[src/rtl/sync_memory_pkg.sv]
// sync_memory_pkg: shared defaults, types and depth for the sync_memory scratch RAM
//   ADDR_WIDTH_DEF / DATA_WIDTH_DEF / RESET_VALUE_DEF : default geometry and reset fill value
//   DEPTH_DEF                                         : number of locations, 2**ADDR_WIDTH_DEF
//   addr_t / data_t                                   : address and data word types at default geometry
package sync_memory_pkg;
   localparam int ADDR_WIDTH_DEF = 2;
   localparam int DATA_WIDTH_DEF = 8;
   localparam logic [DATA_WIDTH_DEF-1:0] RESET_VALUE_DEF = 8'hFF;
   localparam int DEPTH_DEF = 2 ** ADDR_WIDTH_DEF;
   typedef logic [ADDR_WIDTH_DEF-1:0] addr_t;
   typedef logic [DATA_WIDTH_DEF-1:0] data_t;
endpackage

[src/rtl/sync_memory_if.sv]
// sync_memory_if: request/response bundle between a memory user and sync_memory
//   addr    : location for this cycle's write and/or read
//   wr_en   : write strobe, wr_data stored at addr on the rising edge
//   rd_en   : read strobe, rd_data loaded from addr on the rising edge
//   wr_data : write data
//   rd_data : registered read data
//   modports: master (memory user), slave (memory)
interface sync_memory_if
   import sync_memory_pkg::*;
#(
   parameter int ADDR_WIDTH = ADDR_WIDTH_DEF,
   parameter int DATA_WIDTH = DATA_WIDTH_DEF
) ();
   logic [ADDR_WIDTH-1:0] addr;
   logic                  wr_en;
   logic                  rd_en;
   logic [DATA_WIDTH-1:0] wr_data;
   logic [DATA_WIDTH-1:0] rd_data;
   modport master (output addr, output wr_en, output rd_en, output wr_data, input rd_data);
   modport slave (input addr, input wr_en, input rd_en, input wr_data, output rd_data);
endinterface

[src/rtl/sync_memory_array.sv]
// sync_memory_array: storage array with reset fill, synchronous write and combinational read
//   clk     : rising-edge clock
//   rst     : asynchronous active-low reset, fills every location with RESET_VALUE
//   addr    : shared write/read location
//   wr_en   : write strobe
//   wr_data : write data
//   rd_data : combinational content of mem[addr] (pre-write value in the write cycle)
module sync_memory_array
   import sync_memory_pkg::*;
#(
   parameter int ADDR_WIDTH = ADDR_WIDTH_DEF,
   parameter int DATA_WIDTH = DATA_WIDTH_DEF,
   parameter logic [DATA_WIDTH-1:0] RESET_VALUE = RESET_VALUE_DEF
) (
   input  logic                  clk,
   input  logic                  rst,
   input  logic [ADDR_WIDTH-1:0] addr,
   input  logic                  wr_en,
   input  logic [DATA_WIDTH-1:0] wr_data,
   output logic [DATA_WIDTH-1:0] rd_data
);
   localparam int DEPTH = 2 ** ADDR_WIDTH;
   logic [DATA_WIDTH-1:0] mem [DEPTH];
   always_ff @(posedge clk or negedge rst) begin
      if (!rst) begin
         for (int i = 0; i < DEPTH; i++) mem[i] <= RESET_VALUE;
      end else if (wr_en) begin
         mem[addr] <= wr_data;
      end
   end
   assign rd_data = mem[addr];
endmodule

[src/rtl/sync_memory.sv]
// sync_memory: single-port RAM, synchronous write, 1-cycle registered read, reset-filled contents
//   clk : rising-edge clock
//   rst : asynchronous active-low reset; contents -> RESET_VALUE, rd_data -> 0
//   bus : sync_memory_if slave (addr, wr_en, rd_en, wr_data in; rd_data out)
//   Build option SYNC_MEMORY_WR_FORWARD_EN: write-first on a simultaneous write+read,
//   otherwise read-first (rd_data gets the pre-write content).
module sync_memory
   import sync_memory_pkg::*;
#(
   parameter int ADDR_WIDTH = ADDR_WIDTH_DEF,
   parameter int DATA_WIDTH = DATA_WIDTH_DEF,
   parameter logic [DATA_WIDTH-1:0] RESET_VALUE = RESET_VALUE_DEF
) (
   input logic clk,
   input logic rst,
   sync_memory_if.slave bus
);
   logic [DATA_WIDTH-1:0] arr_data;
   logic [DATA_WIDTH-1:0] rd_next;
   logic [DATA_WIDTH-1:0] rd_q;
   sync_memory_array #(
      .ADDR_WIDTH(ADDR_WIDTH),
      .DATA_WIDTH(DATA_WIDTH),
      .RESET_VALUE(RESET_VALUE)
   ) u_array (
      .clk(clk),
      .rst(rst),
      .addr(bus.addr),
      .wr_en(bus.wr_en),
      .wr_data(bus.wr_data),
      .rd_data(arr_data)
   );
`ifdef SYNC_MEMORY_WR_FORWARD_EN
   // single shared address: any write in a read cycle targets the location being read
   assign rd_next = bus.wr_en ? bus.wr_data : arr_data;
`else
   assign rd_next = arr_data;
`endif
   always_ff @(posedge clk or negedge rst) begin
      if (!rst) rd_q <= '0;
      else if (bus.rd_en) rd_q <= rd_next;
   end
   assign bus.rd_data = rd_q;
endmodule

[src/flat_wrapper.sv]
// flat-port wrapper written by rule: the top's interface ports become plain ports
module sync_memory_flat import sync_memory_pkg::*;
#(
   parameter int ADDR_WIDTH = ADDR_WIDTH_DEF,
   parameter int DATA_WIDTH = DATA_WIDTH_DEF,
   parameter logic [DATA_WIDTH-1:0] RESET_VALUE = RESET_VALUE_DEF
)
  (clk, rst, bus_addr, bus_wr_en, bus_rd_en, bus_wr_data, bus_rd_data);
  sync_memory_if #(.ADDR_WIDTH(ADDR_WIDTH), .DATA_WIDTH(DATA_WIDTH)) bus_i ();
  input logic clk;
  input logic rst;
  input wire logic [$bits(bus_i.addr)-1:0] bus_addr;
  input wire logic [$bits(bus_i.wr_en)-1:0] bus_wr_en;
  input wire logic [$bits(bus_i.rd_en)-1:0] bus_rd_en;
  input wire logic [$bits(bus_i.wr_data)-1:0] bus_wr_data;
  output wire logic [$bits(bus_i.rd_data)-1:0] bus_rd_data;
  assign bus_i.addr = bus_addr;
  assign bus_i.wr_en = bus_wr_en;
  assign bus_i.rd_en = bus_rd_en;
  assign bus_i.wr_data = bus_wr_data;
  assign bus_rd_data = bus_i.rd_data;
  sync_memory #(.ADDR_WIDTH(ADDR_WIDTH), .DATA_WIDTH(DATA_WIDTH), .RESET_VALUE(RESET_VALUE)) u_core (.clk(clk), .rst(rst), .bus(bus_i));
endmodule
[config.mk]
export PLATFORM = sky130hd
export DESIGN_NAME = sync_memory_flat
export DESIGN_NICKNAME = d
export VERILOG_FILES = /design/src/rtl/sync_memory_pkg.sv /design/src/rtl/sync_memory_if.sv /design/src/rtl/sync_memory_array.sv /design/src/rtl/sync_memory.sv /design/src/flat_wrapper.sv
export SDC_FILE = /design/constraint.sdc
export NUM_CORES = 1
export LEC_CHECK = 0
export ABC_AREA = 0
export BUFFER_PORTS_ARGS = -buffer_cell sky130_fd_sc_hd__clkbuf_2
export CAP_MARGIN = 20
export CORE_MARGIN = 4
export CORE_UTILIZATION = 40
export CTS_BUF_LIST = sky130_fd_sc_hd__clkbuf_16
export DETAILED_ROUTE_END_ITERATION = 7
export GPL_TIMING_DRIVEN = 0
export SLEW_MARGIN = 20
export SYNTH_ARGS = -nofsm -noshare
export SYNTH_HDL_FRONTEND = slang
export SYNTH_SLANG_ARGS = --single-unit
[constraint.sdc]
create_clock -name clk -period 0.9 [get_ports clk]
set_input_delay 0.045 -clock clk [delete_from_list [all_inputs] [get_ports clk]]
set_output_delay 0.045 -clock clk [all_outputs]
set_load 0.02 [all_outputs]
* After elaboration in Yosys (flattened, before gate mapping) *
Cells that the tools add are included.

cells by class
  magnitude comparators = 2
  mux-type cells = 6
  multiply operators = 0
  equality and inequality tests = 0
  div/mod/pow operators = 0
  shifts and indexed selects = 0
  add/sub/neg operators = 0
  reduce and logical (&&, ||, !) cells = 1
  bitwise operators = 1

operator list
  kind                                                                           count
  32-bit bitwise mux                                                             1
  8-bit two-way mux                                                              3
  8-bit binary-select mux with 2-bit select                                      1
  8-bit demux with 2-bit select                                                  1
  3-bit >= comparator (second input constant)                                    1
  3-bit by 1-bit less-than comparator with 1-bit output (second input constant)  1
  2-bit inverter with 3-bit output                                               1
  1-bit logical AND                                                              1

storage, ports and cells
  bits of input ports = 14
  memory bits (writable) = 0
  bits in read-only memories = 0
  register bits after elaboration = 40
  latch bits = 0
  memories = 0
  output and inout port bits = 8
  word-level logic and storage cells = 15

* Logic depth before layout (Yosys ltp) *
  depth after elaboration = 6
  depth in mapped cells = 4
  depth with buffers taken out = 2

* Modules after synthesis *
A second synthesis with hierarchy kept.

second synthesis, totals
  cell total of the unflattened synthesis = 95
  area, all modules = 1794.2 µm²

by module, submodules not included
  module             area an instance (µm²)  times used  cells each
  sync_memory_array  1462.7                  1           78
  sync_memory        331.6                   1           17

* Worst setup path before layout *
No wires, ideal clock.

  path type = input port to flip-flop
  start = in bus_addr[1]
  end = reg u_core.u_array.mem[24] in the netlist's numbering
  stages on the path = 3
  required time = 818 ps
  slack = -85 ps
  data arrival time = 903 ps
  path through = buf_2 -> nor3b_4 -> mux2_2

on the way
  longest elaborated chain between the ends = 6

ends and longest elaborated chain
  what                                                                                                                       RTL line                 source
  start, declared                                                                                                            flat_wrapper.sv:12       input wire logic [$bits(bus_i.addr)-1:0] bus_addr;
  2-bit inverter with 3-bit output (implied by the code) *                                                                   sync_memory_array.sv:28  mem[addr] <= wr_data;
  3-bit >= comparator (implied by the code) / 3-bit by 1-bit less-than comparator with 1-bit output (equally long branches)  sync_memory_array.sv:28
  1-bit logical AND (implied by the code)                                                                                    sync_memory_array.sv:28
  8-bit two-way mux (implied by the code)                                                                                    sync_memory_array.sv:28
  8-bit demux with 2-bit select *                                                                                            sync_memory_array.sv:28
  32-bit bitwise mux *                                                                                                       sync_memory_array.sv:28
  end signal, assigned by index                                                                                              sync_memory_array.sv:28
  end, declared                                                                                                              sync_memory_array.sv:23  logic [DATA_WIDTH-1:0] mem [DEPTH];

Every way passes the cells marked *; elsewhere a longest branch is shown, timed or not.
A chain may end at the register's enable or synchronous reset.

* Worst setup path after layout *
  start = reg u_core.u_array.mem[18] in the netlist's numbering
  end = reg u_core.rd_q[2] (netlist: u_core.bus.rd_data[2])

on the way
  longest elaborated chain between the ends = 3

ends and longest elaborated chain
  what                                                   RTL line                 source
  8-bit binary-select mux with 2-bit select              sync_memory_array.sv:31  assign rd_data = mem[addr];
  8-bit two-way mux (implied by the code) (2 in series)  sync_memory_array.sv:31
  end signal, assigned                                   sync_memory.sv:41        else if (bus.rd_en) rd_q <= rd_next;
  end, declared                                          sync_memory.sv:20        logic [DATA_WIDTH-1:0] rd_q;

Every way passes these cells. The select of a mux whose other input is x is not followed.

==> impl_metrics.env <==
export IMPL_status="complete, but fails checks"
export IMPL_violations="hold timing, setup timing"
export IMPL_pin_count=22
export IMPL_clockBufferDepth=2
export IMPL_cts_buffers=5
export IMPL_seq_area_um2=1040
export IMPL_ys_seq_area_share_pct=58.7
export IMPL_drt_iter0_drc=52
export IMPL_grt_pass1_vias=1153
export IMPL_netlist_area_leader_share_pct=47.4
export IMPL_maxSlewViolCount=0
export IMPL_clk_latency_ns=0.28
export IMPL_synthTopCellsByCount="dfstp_2, mux2_2, mux2i_1"
export IMPL_fmax_ghz=1.11
export IMPL_drive_gt1_share_pct=68.8
export IMPL_syn_avg_cell_area_um2=15.6
export IMPL_htree_levels=2
export IMPL_synth_edf_count=0
export IMPL_timing_critical_path_buf_inv=0
export IMPL_crit_slowest_cell="dfstp_2"
export IMPL_finalWirelength_um=3550
export IMPL_dieWidth_um=74.6
export IMPL_utilization_pct=50.9
export IMPL_rsz0062_at_grt="yes"
export IMPL_antenna_found_initial=0
export IMPL_worst_pin_slew_ns=0.862
export IMPL_end_kind="register"
export IMPL_crit_path_start_kind="register"
export IMPL_critPathMaxFanout=2
export IMPL_maxCapViolations=0
export IMPL_post_route_min_period_ns=0.904
export IMPL_setup_slack_ns=-0.00448
export IMPL_cts_clk_slew_worst_paths_ns=0.05
export IMPL_synthCells=114
export IMPL_fin_total_pwr_mw=5.01
export IMPL_async_flop_share_pct=100
export IMPL_grt_pass1_wl_um=5750
export IMPL_wl_per_cell_um=18.3
export IMPL_yosys_area_top_type="dfstp_2"
export IMPL_grt_max_degree=41
export IMPL_path_class="reg2reg"
export IMPL_synth_warnings=0
export IMPL_arrival_ns=1.08
export IMPL_port_buffers=20
export IMPL_hold_viol=8
export IMPL_cp_cell_sequence="mux2i_1, o221ai_1"
export IMPL_slowest_delay_ns=0.52
export IMPL_finalCritPeriodShare_pct=100
export IMPL_grtUsageTotal_pct=14.7
export IMPL_critical_path_required_ns=1.08
export IMPL_design_die_area_um2=5570
export IMPL_cts_sinks=40
export IMPL_antenna_cells=0
export IMPL_dr_pass1_iters=4
export IMPL_place_congestion=0.645
export IMPL_grt_overflow=0
export IMPL_hold_ws_ns=-0.123
export IMPL_nets=157
export IMPL_avgViaCountPerCell=5.53
export IMPL_ir_worst_vdd_v=0.000990
export IMPL_yosys_top_cells_area="dfstp_2, mux2_2, dfrtp_1"
export IMPL_cts_root_buf="clkbuf_16"
export IMPL_start_util_pct=42.8
export IMPL_cts_tree="done"
export IMPL_multi_input_area_um2=706
export IMPL_die_y_um=74.6
export IMPL_power_density_nw_per_um2=2370
export IMPL_rrSetupSlack_ns=-0.004
export IMPL_ant_nets=0
export IMPL_synth_fp_nets=128
export IMPL_place_hpwl_um=2300
export IMPL_ys_ff_latch=40
export IMPL_syn_area_um2=1770
export IMPL_setup_tns_ns=-0.00448
export IMPL_fill_cells=365
export IMPL_drc_errors=0
export IMPL_cp_top_family="flip-flops"
export IMPL_synthFlopType="dfstp_2"
export IMPL_hold_class="in2async"
export IMPL_row_count=23
export IMPL_area_growth_pct=18.9
export IMPL_vias=1072
export IMPL_core_area_um2=4140
export IMPL_finalClockSkew_ns=0.00342
export IMPL_p_leak_nw=0.916
export IMPL_yosysUniqueCellTypes=13
export IMPL_setup_viol_count_final=1
export IMPL_max_slew_margin_pct=42.5
## what timing repair did
| action | in CTS | in global routing |
|---|---|---|
| resized for setup | 0 | 4 |
| endpoints found under the setup margin | 3 | 8 |
| buffers inserted | 2 | 0 |
| endpoints found under the hold margin | 8 | 8 |
## layout make-up
class                   instances  share of cell area (%)
clock buffers                   5                    5.93
repair buffers                 22                    5.75
multi-input cells              70                    33.5
well taps                      50                    2.97
plain buffers                   4                    1.96
flip-flops and latches         40                    49.3
clock inverters                 3                   0.593
## layout by cell type (no fill, tap or decap)
cell | Yosys | layout
buf_2 | 1 | 2
buf_8 | 0 | 1
nor3b_4 | 1 | 1
nand2b_1 | 9 | 9
nand3b_2 | 2 | 2
buf_6 | 2 | 3
clkbuf_2 | 0 | 17
mux2_2 | 32 | 31
dfrtp_1 | 8 | 8
clkinv_2 | 0 | 1
mux2_4 | 0 | 1
nand2_1 | 1 | 1
clkbuf_16 | 0 | 5
buf_4 | 0 | 2
clkbuf_1 | 1 | 1
dfstp_2 | 32 | 32
mux2i_1 | 16 | 16
o221ai_1 | 8 | 8
nand3_2 | 1 | 1
inv_1 | 0 | 2
## through the flow
stage / instance area (µm²) / cells / setup WS (ns)
finish: 2110 / 194 / -0.00448
global route: 2110 / 194 / -0.0367
CTS: 2100 / 194 / -0.0247
detailed placement: 1950 / 184 / -0.309
global placement: 1950 / 184 / -0.266
floorplan: 1790 / 114 / -0.0420
## worst register-to-register path, delay by kind of cell (launching register included)
| family | cells | cell delay, ns |
|---|---|---|
| muxes | 1 | 0.08 |
| DFF | 1 | 0.52 |
| AOI/OAI and AO/OA | 1 | 0.21 |
## layer usage
metal | share of wire [%] | up-vias | wire length (µm) | track usage, %
li1 | - | 483 | - | -
met3 | 5.2 | 9 | 183 | 5.00
met5 | 0 | - | 0 | 0
met1 | 44 | 552 | 1570 | 18.2
met2 | 48 | 28 | 1710 | 22.5
met4 | 2.6 | 0 | 93 | 7.71
## final timing paths
path,start,to,cells past startpoint
setup / recovery,u_core.u_array.mem[18]$_DFFE_PN1P_,u_core.bus.rd_data[2]$_DFFE_PN0P_,2
hold / removal,rst,u_core.bus.rd_data[1]$_DFFE_PN0P_,1
setup reg to reg,u_core.u_array.mem[18]$_DFFE_PN1P_,u_core.bus.rd_data[2]$_DFFE_PN0P_,2
hold reg to reg,u_core.bus.rd_data[4]$_DFFE_PN0P_,u_core.bus.rd_data[4]$_DFFE_PN0P_,2
max in group asynchronous,rst,u_core.bus.rd_data[5]$_DFFE_PN0P_,1
min in group clk,bus_wr_data[3],u_core.u_array.mem[11]$_DFFE_PN1P_,2
## kinds of logic after synthesis
kind of cell	share of synthesized area [%]
muxes	29.3
DFF	58.7
and+or+nand+nor	6.28
AOI/OAI and AO/OA	3.95
buffers and inverters	1.76
## state kept, by name (all words and copies together), names as in the netlist
signal / flops
u_core.u_array.mem: 32
u_core.bus.rd_data: 8
## where the power goes
part | internal, mW | switching, mW | total [mW]
logic | 0.445 | 0.409 | 0.853
registers | 2.35 | 0.181 | 2.53
clock network | 0.999 | 0.631 | 1.63
Note: power is estimated with default switching activity, not from simulation.
